## src/rtl/mem_pkg.sv

```systemverilog
// mem_pkg: shared encodings and helpers for the memory access unit
package mem_pkg;
  typedef enum logic [1:0] {OP_NONE = 2'b00, OP_LOAD = 2'b01, OP_STORE = 2'b10} op_e;
  typedef enum logic [1:0] {SZ_B = 2'b00, SZ_H = 2'b01, SZ_W = 2'b10, SZ_D = 2'b11} size_e;
  typedef enum logic [1:0] {S_IDLE, S_REQ, S_DONE} state_e;
  function automatic logic [3:0] size_bytes(input logic [1:0] sz);
    return 4'd1 << sz;
  endfunction
endpackage

```

## src/rtl/mem_lane_align.sv

```systemverilog
// mem_lane_align: store byte-enable/replication and load lane extract with sign/zero extension
module mem_lane_align
  import mem_pkg::*;
#(
  parameter int DATA_W = 32
) (
  input  logic [1:0]                  size_i,
  input  logic                        unsigned_i,
  input  logic [$clog2(DATA_W/8)-1:0] offset_i,
  input  logic [DATA_W-1:0]           sdata_i,
  input  logic [DATA_W-1:0]           rdata_i,
  output logic [DATA_W/8-1:0]         be_o,
  output logic [DATA_W-1:0]           wdata_o,
  output logic [DATA_W-1:0]           ldata_o
);
  localparam int BW = DATA_W / 8;
  logic [3:0]        nb;
  logic [BW-1:0]     be_mask;
  logic [BW-1:0]     sign_bits;
  logic [DATA_W-1:0] shifted;
  logic [DATA_W-1:0] low_mask;
  logic              sign;
  always_comb begin
    nb = size_bytes(size_i);
    shifted = rdata_i >> {offset_i, 3'b000};
    be_mask = '0;
    sign_bits = '0;
    low_mask = '0;
    wdata_o = '0;
    for (int i = 0; i < BW; i++) begin
      be_mask[i] = 4'(i) < nb;
      low_mask[8*i +: 8] = {8{4'(i) < nb}};
      sign_bits[i] = shifted[8*i+7] & (4'(i) == nb - 4'd1);
      // source byte index wraps at the access size so small stores fill every lane
      wdata_o[8*i +: 8] = (size_i == SZ_B) ? sdata_i[7:0] :
                          (size_i == SZ_H) ? sdata_i[8*(i%2) +: 8] :
                          (size_i == SZ_W) ? sdata_i[8*(i%4) +: 8] : sdata_i[8*i +: 8];
    end
    be_o = be_mask << offset_i;
    sign = ~unsigned_i & (|sign_bits);
    ldata_o = (shifted & low_mask) | ({DATA_W{sign}} & ~low_mask);
  end
endmodule

```

## src/rtl/mem_access_unit.sv

```systemverilog
// mem_access_unit: MEM-stage access controller with sized req/ack handshake, alignment check and timeout
module mem_access_unit
  import mem_pkg::*;
#(
  parameter int ADDR_W  = 32,
  parameter int DATA_W  = 32,
  parameter int TIMEOUT = 255
) (
  input  logic                clk,
  input  logic                reset_n,
  input  logic                valid_i,
  input  logic [1:0]          op_i,
  input  logic [1:0]          size_i,
  input  logic                unsigned_i,
  input  logic [ADDR_W-1:0]   address_i,
  input  logic [DATA_W-1:0]   data_i,
  output logic                stall_o,
  output logic                done_o,
  output logic [DATA_W-1:0]   data_o,
  output logic                misalign_o,
  output logic                timeout_o,
  output logic                mem_req_o,
  output logic                mem_we_o,
  output logic [ADDR_W-1:0]   mem_addr_o,
  output logic [DATA_W-1:0]   mem_wdata_o,
  output logic [DATA_W/8-1:0] mem_be_o,
  input  logic                mem_ack_i,
  input  logic [DATA_W-1:0]   mem_rdata_i
);
  localparam int BW = DATA_W / 8;
  localparam int OW = $clog2(BW);
  localparam int CW = (TIMEOUT > 0) ? $clog2(TIMEOUT + 1) : 1;
  localparam logic [CW:0] TMAX = (CW+1)'(TIMEOUT);
  state_e            state_q, state_d;
  logic [ADDR_W-1:0] addr_q;
  logic [1:0]        size_q;
  logic              uns_q, we_q, req_q, mis_q, to_q;
  logic [DATA_W-1:0] sdata_q, data_q;
  logic [CW-1:0]     cnt_q;
  logic              mem_op, accept, illegal, hit;
  logic [3:0]        nb;
  logic [BW-1:0]     be;
  logic [DATA_W-1:0] wdata, ldata;
  assign mem_op  = valid_i && (op_i == OP_LOAD || op_i == OP_STORE);
  assign accept  = mem_op && state_q != S_REQ;
  assign nb      = size_bytes(size_i);
  assign illegal = (size_i == SZ_D && DATA_W != 64) || ((4'(address_i[2:0]) & (nb - 4'd1)) != 4'd0);
  assign hit     = TIMEOUT != 0 && ({1'b0, cnt_q} + 1'b1) == TMAX;
  assign data_o  = data_q;
  mem_lane_align #(.DATA_W(DATA_W)) u_lane (
    .size_i    (size_q),
    .unsigned_i(uns_q),
    .offset_i  (addr_q[OW-1:0]),
    .sdata_i   (sdata_q),
    .rdata_i   (mem_rdata_i),
    .be_o      (be),
    .wdata_o   (wdata),
    .ldata_o   (ldata)
  );
  always_ff @(posedge clk or negedge reset_n) begin
    if (!reset_n) state_q <= S_IDLE;
    else          state_q <= state_d;
  end
  always_comb begin
    state_d = (state_q == S_REQ) ? ((mem_ack_i || hit) ? S_DONE : S_REQ) :
              accept ? (illegal ? S_DONE : S_REQ) : S_IDLE;
  end
  always_comb begin
    stall_o     = state_q == S_REQ || (state_q == S_IDLE && mem_op);
    done_o      = state_q == S_DONE;
    misalign_o  = done_o && mis_q;
    timeout_o   = done_o && to_q;
    mem_req_o   = req_q;
    mem_we_o    = req_q && we_q;
    mem_addr_o  = req_q ? {addr_q[ADDR_W-1:OW], {OW{1'b0}}} : '0;
    mem_be_o    = req_q ? (we_q ? be : '1) : '0;
    mem_wdata_o = (req_q && we_q) ? wdata : '0;
  end
  always_ff @(posedge clk or negedge reset_n) begin
    if (!reset_n) begin
      addr_q  <= '0;
      size_q  <= '0;
      uns_q   <= 1'b0;
      we_q    <= 1'b0;
      req_q   <= 1'b0;
      mis_q   <= 1'b0;
      to_q    <= 1'b0;
      sdata_q <= '0;
      data_q  <= '0;
      cnt_q   <= '0;
    end else begin
      req_q <= state_d == S_REQ;
      if (accept) begin
        addr_q  <= address_i;
        size_q  <= size_i;
        uns_q   <= unsigned_i;
        sdata_q <= data_i;
        we_q    <= op_i == OP_STORE;
        mis_q   <= illegal;
        to_q    <= 1'b0;
        cnt_q   <= '0;
      end
      if (state_q == S_REQ) begin
        cnt_q <= cnt_q + 1'b1;
        to_q  <= !mem_ack_i && hit;
        // ack wins over a timeout landing in the same cycle
        if (!we_q && mem_ack_i) data_q <= ldata;
        else if (!we_q && hit)  data_q <= '0;
      end
    end
  end
endmodule

```

## config.mk

```make
export PLATFORM = sky130hd
export DESIGN_NAME = mem_access_unit
export DESIGN_NICKNAME = d
export VERILOG_FILES = /design/src/rtl/mem_pkg.sv /design/src/rtl/mem_lane_align.sv /design/src/rtl/mem_access_unit.sv
export SDC_FILE = /design/constraint.sdc
export NUM_CORES = 1
export LEC_CHECK = 0
export ABC_CLOCK_PERIOD_IN_PS = 1700
export CORE_MARGIN = 3
export CORE_UTILIZATION = 42
export DETAILED_ROUTE_END_ITERATION = 8
export GPL_TIMING_DRIVEN = 0
export PLACE_DENSITY = 0.79
export SLEW_MARGIN = 5
export SYNTH_ARGS = -nofsm -noshare
export SYNTH_HDL_FRONTEND = slang
export SYNTH_SLANG_ARGS = --single-unit
```

## constraint.sdc

```tcl
create_clock -name clk -period 1.7 [get_ports clk]
set_input_delay 0.34 -clock clk [delete_from_list [all_inputs] [get_ports clk]]
set_output_delay 0.34 -clock clk [all_outputs]
set_load 0.02 [all_outputs]
```

* Word level (Yosys, flattened, before mapping)
Cells that the tools add are included.
** Word-level totals
- Bits in registers :: 113
- Input port bits :: 105
- Output and inout port bits :: 106
** Cells by class
- Bitwise logic cells :: 11
- Reductions and logical operators :: 23
- Shift operators :: 4
- Equal/unequal tests :: 12
- Mux-type cells :: 19
- $add $sub $neg :: 4
- $lt $le $gt $ge :: 4
** Operator list (number)
- two-way mux 32 bit :: 4
- bitwise AND 32 bit :: 2
- two-way mux 8 bit :: 7
- NOT 32 bit :: 1
- bitwise OR 32 bit :: 1
- >> shifter 32 x 5 -> 32 bit :: 1
- adder 8 x 1 -> 9 bit, second input constant :: 1
- == test 9 x 8 -> 1 bit, second input constant :: 1
- logical AND 1 bit :: 9
- adder 8 x 1 -> 8 bit, second input constant :: 1
- == test 2 x 1 -> 1 bit, second input constant :: 4
- == test 2 x 4 -> 1 bit, first input constant :: 2
- less-than comparator 1 x 4 -> 1 bit, first input constant :: 2
- less-than comparator 2 x 4 -> 1 bit, first input constant :: 2
- two-way mux 2 bit :: 4
- two-way mux 4 bit :: 2
- << shifter 1 x 2 -> 4 bit, first input constant :: 2
- subtractor 4 x 1 -> 4 bit, second input constant :: 2
- == test 2 bit, second input constant :: 3
- bitwise AND 1 bit :: 5
- bitwise AND 3 x 4 -> 4 bit :: 1
- == test 1 x 4 -> 1 bit, first input constant :: 1
- logical NOT 2 bit :: 2
- logical NOT 4 bit :: 1
- 10 further kinds :: 16

* Logic depth before layout (Yosys ltp)
Gate-level depths: netlist of run 1.
- Depth in word-level cells :: 9
- Depth in mapped cells :: 9
- Gate-level depth less buffers :: 7

* By module
Synthesis of run 1 repeated with hierarchy kept, for this count alone.
** Second synthesis, totals
- Cells, all modules :: 625
- Area, all modules :: 6397.4 sq um
** Modules (own cells, without submodules)
- mem_access_unit :: instances 1, cells each 450, seq. area each 2827.7 sq um, area each 5061.1 sq um
- mem_lane_align :: instances 1, cells each 175, seq. area each 0.0 sq um, area each 1336.3 sq um

* Worst setup path after synthesis of run 1
Ideal clock, no wire load.
- Kind :: flip-flop to output port
- From :: register addr_q[0]
- To :: output mem_be_o[3]
- Buffers on the path :: 3
- Required time :: 1.360 ns
- Path slack :: -0.231 ns
- Cell stages (with the launch flop) :: 6
- Arrival time :: 1.591 ns
- Path through :: dfrtp_1 > buf_2 > buf_1 > clkbuf_1 > o21ai_0 > a31oi_1
** On the way
- Word-level cells in the longest chain between the ends :: 3
** RTL lines
- start, declared :: RTL line mem_access_unit.sv:35 : logic [ADDR_W-1:0] addr_q;
- start signal, assigned :: RTL line mem_access_unit.sv:94 : addr_q <= address_i;
- << shifter 4 x 2 -> 4 bit :: RTL line mem_lane_align.sv:39 : be_o = be_mask << offset_i;
- two-way mux 4 bit (2 in series) :: RTL line mem_access_unit.sv:76 : mem_be_o = req_q ? (we_q ? be : '1) : '0;
- end, declared :: RTL line mem_access_unit.sv:26 : output logic [DATA_W/8-1:0] mem_be_o,
No other way between the ends.

* Worst setup path after layout of run 1
- From :: register size_q[0]
- To :: output mem_wdata_o[30]
** On the way
- Word-level cells in the longest chain between the ends :: 4
** RTL lines
- start, declared :: RTL line mem_access_unit.sv:36 : logic [1:0] size_q;
- start signal, assigned :: RTL line mem_access_unit.sv:95 : size_q <= size_i;
- == test 2 x 1 -> 1 bit
- two-way mux 8 bit :: RTL line mem_lane_align.sv:36 : (size_i == SZ_H) ? sdata_i[8*(i%2) +: 8] :
- two-way mux 8 bit (*) :: RTL line mem_lane_align.sv:35 : wdata_o[8*i +: 8] = (size_i == SZ_B) ? sdata_i[7:0] :
- two-way mux 32 bit (*) :: RTL line mem_access_unit.sv:77 : mem_wdata_o = (req_q && we_q) ? wdata : '0;
- end, declared :: RTL line mem_access_unit.sv:25 : output logic [DATA_W-1:0] mem_wdata_o,
Every way passes the cells marked *; elsewhere a longest branch is shown, timed or not.

==> flow_metrics.tcl, run 1 <==
set metrics [dict create \
    seqCellArea_sq_mm 0.002834 \
    synth_cell_types 50 \
    crit_path_start_kind "register" \
    dieArea_sq_mm 0.01615 \
    hold_viol 0 \
    critPathMaxFanout 6 \
    grt_antenna_before_repair 0 \
    via_per_inst 5.694 \
    vdd_drop_max_mv 0.7256 \
    ys.flop_type "dfrtp_1" \
    hold_slack_ns 0.3911 \
    ys_async_sr_fraction 1.000 \
    core_area_sq_mm 0.01410 \
    tns_ns -19.70 \
    p_total_w 0.01411 \
    slowest_delay_ns 0.37 \
    grt_overflow 0 \
    ys_top_cells_by_count "dfrtp_1, mux2_2, nand2_1" \
    diodes 0 \
    max_cap_violations 0 \
    ff2ff_setup_slack_ns -0.31 \
    hpwl_microns 14700 \
    h-tree-depth 4 \
    ys_seq_area_frac 0.4591 \
    drv_slew 0 \
    r2r-start "cnt_q[0]" \
    dr.pass1.iters 5 \
    grt.total_usage 0.2887 \
    multi_input_area_sq_mm 0.003835 \
    critPathBufInv 3 \
    fin_nets 980 \
    syn_area_per_cell_sq_um 10.51 \
    cts_buffer_depth 2 \
    clkPwrFrac 0.262 \
    chipWidth_microns 127.1 \
    combPwrFrac 0.440 \
    synth.most_common_cell "dfrtp_1" \
    crit_top_cell "nor2_1" \
    cts_buffers 17 \
    clkTransAtPathRegs_ns 0.06 \
    rsz0062_at_grt "true" \
    tightestPinTransition_ns 0.5364 \
    grt_pass1_wl_microns 36040 \
    worst_slack_ns -0.3698 \
    final_cells 1065 \
    critPathArrivalTime_ns 1.73 \
    clock-sinks 113 \
    layout_min_cycle_time_ns 2.070 \
    status "finished with violations" \
    switching_power_w 0.005163 \
    fmax_mhz 483.1 \
    hp-class "in -> async" \
    cts-root-buf "clkbuf_16" \
    synth_warnings 0 \
    antenna_left 0 \
    p_int_w 0.008950 \
    area_growth_pct 75.81 \
    power_per_cell_area_mw_per_mm2 1303 \
    end_kind "output port" \
    synth_area_sq_mm 0.006160 \
    synth_top_area_cell "dfrtp_1" \
    cp_slowest_cell "dfrtp_1" \
    core.rowCount 43 \
    ios 211 \
    postSynthCellCount 586 \
    fp.dieH_microns 127.1 \
    drtIter0Drc 371 \
    synth_area_leaders "dfrtp_1, mux2_2, mux2i_1" \
    violations "setup timing" \
    place_congestion 0.8997 \
    start_util 0.4370 \
    fillers 827 \
    cpLargestDelayFamily "buffers and inverters" \
    r2r_end "data_o[30]" \
    period_share 1.218 \
    clk_latency_ns 0.41 \
    crit_type "reg -> out" \
    synth-seq-cells 113 \
    switching_share 0.3658 \
    critical_path.cell_chain "buf_6, clkbuf_16, mux2i_1, nor2_1, a21oi_1, nor2_1, buf_4" \
    dp.cells 976 \
    maxSlewHeadroom 0.6424 \
    grt_pass1_vias 6537 \
    setup_viol 99 \
    synth_edf_count 0 \
    worstPathRequired_ns 1.36 \
    io_buffer_count 208 \
    cts_tree "yes" \
    ff2ff_path_depth 8 \
    num_vias 6064 \
    total_leakage_power_nw 4.764 \
    seqPwrFrac 0.298 \
    skew_ns 0.008856 \
    wl_microns 24210 \
    drive_above_1_share 0.5017 \
    drc_errors 0 \
    wl_per_cell_microns 22.73 \
    synth.top_cell.area_share 0.4591 \
    fin_util 0.7682 \
    grt_max_degree 83 \
]
==> per-layer routing <==
layer / share of wire / vias to the layer above / global-route usage / wire length [microns]
met5: 0 / - / 0 / 0
met4: 0.029 / 0 / 0.09590 / 714
met3: 0.099 / 68 / 0.1074 / 2401
met2: 0.51 / 356 / 0.4981 / 12350
met1: 0.36 / 3008 / 0.3320 / 8741
li1: - / 2632 / - / -
==> sequential cells by signal (all words and copies together) (netlist names), 2 cells and up <==
signal	flops
addr_q	32
state_q	2
data_o	32
cnt_q	8
sdata_q	32
size_q	2
==> through the flow <==
stage | cell area, sq um | worst slack (ns)
finish | 10830 | -0.3698
global route | 10830 | -0.4794
CTS | 10440 | -0.3436
detailed placement | 8607 | -0.9197
global placement | 8578 | -4.060
floorplan | 6271 | -0.1209
==> timing repair <==
action / CTS / global route
pin swaps: 30 / 23
buffers inserted: 44 / 8
hold buffers: 1 / 0
endpoints found under the setup margin: 203 / 106
resized for setup: 629 / 101
endpoints found under the hold margin: 31 / 0
cloned: 10 / 1
==> placed cells by master (no fill, tap or decap), types with 12 or more instances in the layout <==
master           count
a21oi_1             22
a21oi_4             13
and2_4              31
buf_4               52
buf_6               79
buf_8               16
clkbuf_16           23
clkdlybuf4s50_1    101
dfrtp_1            108
dlygate4sd2_1       34
inv_1               12
mux2_2              82
mux2i_1             23
nand2_1             46
nor2_1              35
o21ai_0             20
o22ai_2             19
==> kinds of logic (layout without fill, tap and decap cells) <==
logic type | Yosys count | count (layout) | share of synthesized area
compound gates | 120 | 120 | 0.1361
buf+inv | 61 | 359 | 0.05708
simple gates | 172 | 172 | 0.1318
mux | 115 | 115 | 0.2078
fa+ha+maj | 3 | 3 | 0.006094
flops | 113 | 113 | 0.4591
other cells | 1 | 2 | 0.0006088
xor+xnor | 1 | 1 | 0.001422
==> power by group through the flow <==
stage,Sequential [W],Combinational [W],Clock [W]
after floorplan,0.00436,0.00236,0
after global placement,0.00406,0.00451,0
after detailed placement,0.00410,0.00462,0
after CTS,0.00410,0.00555,0.00372
after global routing,0.00427,0.00654,0.00387
final,0.00420,0.00621,0.00370
==> cell type report <==
cell class	instances	share of cell area
Tap cell	180	0.02080
Clock buffer	20	0.04217
Multi-Input combinational cell	413	0.3541
Buffer	44	0.05257
Inverter	15	0.006355
Sequential cell	113	0.2617
Clock inverter	12	0.01467
Timing Repair Buffer	268	0.2476
==> how the worst max path moves through the flow <==
stage          depth (start not counted)       from         endpoint
2_1_floorplan                          9   cnt_q[0]       data_o[16]
3_3_place_gp                           1    reset_n       addr_q[21]
3_5_place_dp                           7    op_i[0]          stall_o
4_1_cts                                7  size_q[0]  mem_wdata_o[30]
5_1_grt                                7  size_q[0]  mem_wdata_o[30]
6_report                               7  size_q[0]  mem_wdata_o[30]
==> worst reg2reg max path, delay by kind of cell (launching register included) <==
| family | cells | cell delay (ns) |
|---|---|---|
| flip-flops | 1 | 0.45 |
| adder cells (fa/ha/maj) | 1 | 0.13 |
| AND/OR/NAND/NOR | 3 | 0.73 |
| buffers and inverters | 2 | 0.26 |
| AO/OA/AOI/OAI | 2 | 0.30 |
Note: power is estimated with default switching activity, not from simulation.
==> inputs of run 2 (changes only) <==
- SETUP_SLACK_MARGIN: unset -> 0.3
==> flow_metrics.tcl, run 2 (same netlist as run 1, synthesis figures left out) <==
set metrics [dict create \
    status "finished with violations" \
    violations "setup timing" \
    final_area_sq_mm 0.01211 \
    dieArea_sq_mm 0.01615 \
    rsz0062_at_grt "true" \
    cts_tree "yes" \
    clkPwrFrac 0.228 \
    clkTransAtPathRegs_ns 0.05 \
    critPathArrivalTime_ns 1.81 \
    vdd_drop_max_mv 0.9006 \
    total_leakage_power_nw 5.306 \
    drv_slew 0 \
    hold_slack_ns 0.3766 \
    h-tree-depth 4 \
    start_util 0.4370 \
    power_per_cell_area_mw_per_mm2 1266 \
    via_per_inst 5.936 \
    cts_buffer_depth 2 \
    worst_slack_ns -0.4538 \
    grt.total_usage 0.3263 \
    grt_antenna_before_repair 0 \
    drc_errors 0 \
    grt_overflow 0 \
    worstPathRequired_ns 1.36 \
    area_growth_pct 96.63 \
    crit_path_start_kind "register" \
    hp-class "in -> reg" \
    critPathMaxFanout 7 \
    clk_latency_ns 0.43 \
    place_congestion 0.8988 \
    layout_common_cells "buf_6, dfrtp_1, clkdlybuf4s50_1" \
    hpwl_microns 14880 \
    crit_type "reg -> out" \
    fin_util 0.8592 \
    core_area_sq_mm 0.01410 \
    p_int_w 0.009385 \
    core.rowCount 43 \
    skew_ns 0.007369 \
    num_vias 6553 \
    drive_above_1_share 0.6093 \
    cts-root-buf "clkbuf_16" \
    clock-sinks 113 \
    grt_pass1_vias 6719 \
    layout_min_cycle_time_ns 2.154 \
    grt_max_degree 60 \
    antenna_left 0 \
    switching_power_w 0.005950 \
    max_cap_violations 0 \
    combPwrFrac 0.485 \
    fp.dieH_microns 127.1 \
    drtIter0Drc 531 \
    fmax_mhz 464.3 \
    cts_buffers 17 \
    tns_ns -26.05 \
    maxSlewHeadroom 0.5781 \
    final_common_cell "buf_6" \
    switching_share 0.3880 \
    chipWidth_microns 127.1 \
    end_kind "output port" \
    pre_cts_slack_ns -0.8030 \
    wl_per_cell_microns 27.50 \
    period_share 1.267 \
    wl_microns 30360 \
    diodes 0 \
    fin_nets 1019 \
    dpl_cell_area_sq_mm 0.009355 \
    tightestPinTransition_ns 0.6322 \
    ios 211 \
    hold_viol 0 \
    seqPwrFrac 0.287 \
    ff2ff_setup_slack_ns -0.38 \
    dr.pass1.iters 5 \
    io_buffer_count 208 \
    setup_viol 109 \
    grt_pass1_wl_microns 40280 \
]
run 2: changes by cell type in the layout (fill, tap and decap cells not counted), moves of 9 or more:
cell	previous run	this run
mux2_2	82	18
mux2_4	1	65
dlygate4sd2_1	34	1
buf_2	5	37
buf_6	79	107
nor2_1	35	20
buf_12	6	18
nor2_4	5	17
o21ai_0	20	9
buf_4	52	42
buf_16	1	10
run 2: repair_timing:
item	CTS	global route
endpoints found under the setup margin	213	182
pin swaps	34	28
hold buffers	1	0
hold endpoints to repair	58	0
cloned	19	2
resized for setup	738	129
setup buffers	52	22
run 2: critical path, stage by stage (launching register included):
cell     delay (ns)
dfrtp_1        0.35
buf_6          0.17
buf_16         0.13
mux2i_1        0.25
nor2_1         0.10
a21oi_2        0.20
nor2_4         0.05
buf_6          0.13
run 2: cell type report:
type | instances | area, sq um
Buffer | 46 | 699.4
Clock buffer | 21 | 440.4
Clock inverter | 11 | 115.1
Fill cell | 570 | 1984
Inverter | 15 | 68.82
Multi-Input combinational cell | 413 | 4453
Sequential cell | 113 | 2836
Tap cell | 180 | 225.2
Timing Repair Buffer | 305 | 3273
run 2: path summary, 6_finish.rpt:
kind,endpoint,start,cells after the start
setup / recovery,mem_wdata_o[26],size_q[0],7
hold reg to reg,addr_q[18],addr_q[18],1
setup reg to reg,data_o[20],cnt_q[0],9
hold / removal,we_q,op_i[0],4
min in group asynchronous,sdata_q[16],reset_n,2
max in group asynchronous,cnt_q[1],reset_n,3
run 2: layer usage:
metal | GRT usage | up-vias | part of all wire | routed length (microns)
met5 | 0 | - | 0 | 0
met4 | 0.1293 | 0 | 0.057 | 1725
met3 | 0.09532 | 136 | 0.082 | 2496
met2 | 0.5620 | 443 | 0.50 | 15150
met1 | 0.3838 | 3252 | 0.36 | 10990
li1 | - | 2722 | - | -
run 2: power groups by stage:
stage / sequential (W) / combinational, W / clock [W]
finish: 0.00439 / 0.00744 / 0.00350
global route: 0.00445 / 0.00774 / 0.00361
CTS: 0.00422 / 0.00634 / 0.00345
detailed placement: 0.00416 / 0.00535 / 0
global placement: 0.00412 / 0.00523 / 0
floorplan: 0.00443 / 0.00305 / 0
run 2: stage by stage:
| stage | instances | power (W) |
|---|---|---|
| after global placement | 975 | 0.009352 |
| final | 1104 | 0.01533 |
| after detailed placement | 976 | 0.009511 |
| after CTS | 1080 | 0.01402 |
| after global routing | 1104 | 0.01580 |
| after floorplan | 587 | 0.007480 |
==> inputs of run 3 (changes only) <==
- PLACE_DENSITY: 0.79 -> 0.89
==> flow_metrics.tcl, run 3 (same netlist as run 1, synthesis figures left out) <==
set metrics [dict create \
    status "finished with violations" \
    violations "setup timing" \
    fin_nets 1018 \
    clkTransAtPathRegs_ns 0.06 \
    layout_common_cells "buf_6, dfrtp_1, clkdlybuf4s50_1" \
    critPathBufInv 3 \
    wl_microns 26710 \
    setup_viol 159 \
    grt_pass1_wl_microns 36850 \
    core_area_sq_mm 0.01410 \
    chipWidth_microns 127.1 \
    h-tree-depth 4 \
    cts-root-buf "clkbuf_16" \
    worst_slack_ns -0.4459 \
    switching_power_w 0.005602 \
    tightestPinTransition_ns 0.5724 \
    wl_per_cell_microns 24.19 \
    crit_type "reg -> out" \
    vdd_drop_max_mv 0.8865 \
    p_int_w 0.009588 \
    max_cap_violations 0 \
    switching_share 0.3688 \
    period_share 1.262 \
    grt_antenna_before_repair 1 \
    critPathArrivalTime_ns 1.81 \
    clkPwrFrac 0.262 \
    fp.dieH_microns 127.1 \
    dieArea_sq_mm 0.01615 \
    cp_slowest_cell "dfrtp_1" \
    clk_latency_ns 0.43 \
    crit_path_start_kind "register" \
    skew_ns 0.01336 \
    worstPathRequired_ns 1.36 \
    seqPwrFrac 0.280 \
    dr.pass1.iters 5 \
    slowest_delay_ns 0.34 \
    grt.total_usage 0.2968 \
    hpwl_microns 14530 \
    critical_path.cell_chain "buf_6, buf_12, mux2i_1, nor2_1, a21oi_2, nor2_4, buf_6" \
    clock-sinks 113 \
    drtIter0Drc 463 \
    drc_errors 0 \
    place_congestion 0.9248 \
    hp-class "in -> async" \
    layout_min_cycle_time_ns 2.146 \
    power_per_cell_area_mw_per_mm2 1255 \
    hold_viol 0 \
    grt_pass1_vias 6452 \
    ios 211 \
    start_util 0.4370 \
    grt_max_degree 65 \
    core.rowCount 43 \
    fillers 657 \
    cts_buffers 17 \
    grt_overflow 0 \
    combPwrFrac 0.457 \
    p_total_w 0.01519 \
    num_vias 6293 \
    cts_tree "yes" \
    final_common_cell "buf_6" \
    area_growth_pct 96.53 \
    via_per_inst 5.700 \
    cpLargestDelayFamily "buffers and inverters" \
    critPathMaxFanout 7 \
    end_kind "output port" \
    fin_util 0.8588 \
    fmax_mhz 466.0 \
    antenna_left 0 \
    total_leakage_power_nw 5.506 \
    rsz0062_at_grt "true" \
    io_buffer_count 208 \
    cts_buffer_depth 2 \
    maxSlewHeadroom 0.6178 \
    drive_above_1_share 0.5818 \
    drv_slew 0 \
    crit_top_cell "buf_6" \
]
run 3: path summary, 6_finish.rpt:
kind	start	endpoint	depth (start not counted)	slack [ns]
min in group clk	op_i[1]	we_q	3	0.42
max	size_q[0]	mem_wdata_o[28]	7	-0.45
min	reset_n	data_o[20]	2	0.42
min reg2reg	addr_q[3]	addr_q[3]	1	0.51
max reg2reg	size_q[0]	data_o[22]	6	-0.39
max in group asynchronous	reset_n	cnt_q[2]	3	0.57
run 3: per-layer routing:
layer / global-route usage / vias up / part of all wire
met2: 0.4969 / 329 / 0.52
met1: 0.3628 / 3151 / 0.37
met3: 0.07316 / 94 / 0.069
met4: 0.1350 / 0 / 0.042
met5: 0 / - / 0
li1: - / 2719 / -
run 3: metrics by stage:
step	setup WS [ns]	TNS (ns)	instance area (sq um)	hold WS (ns)	std cells
finish	-0.4459	-25.56	12110	0.4160	1104
global route	-0.5009	-31.04	12110	0.4186	1104
CTS	-0.3488	-20.06	11290	0.4200	1073
detailed placement	-0.7661	-80.67	9355	0.3216	976
global placement	-4.615	-550.34	9326	0.4782	975
floorplan	-0.1209	-2.919	7019	0.04441	587
run 3: power by group through the flow:
stage / clock network, W / logic [W] / registers (W)
2_1_floorplan: 0 / 0.00305 / 0.00443
3_3_place_gp: 0 / 0.00526 / 0.00408
3_5_place_dp: 0 / 0.00539 / 0.00411
4_1_cts: 0.00390 / 0.00627 / 0.00416
5_1_grt: 0.00412 / 0.00726 / 0.00433
6_report: 0.00399 / 0.00695 / 0.00426
run 3: worst reg2reg max path: cells and delay by family (launching register included):
family                 cells  cell delay [ns]
flip-flops                 1             0.34
buffers and inverters      2             0.37
multiplexers               1             0.51
AO/OA/AOI/OAI              3             0.74
run 3: timing repair:
item,in CTS,in global routing
hold buffers,1,0
setup endpoints to repair,213,198
cloned,14,7
gates resized for setup,628,165
pin swaps,32,39
setup buffers,50,23
endpoints found under the hold margin,49,0
run 3: final cells by class:
class	count	area (sq um)	share of cell area
Clock buffer	17	425.4	0.03514
Multi-Input combinational cell	413	4245	0.3507
Timing Repair Buffer	304	3374	0.2788
Clock inverter	15	205.2	0.01695
Inverter	15	68.82	0.005685
Buffer	46	721.9	0.05964
Antenna cell	1	2.502	0.0002067
Tap cell	180	225.2	0.01860
Sequential cell	113	2836	0.2343
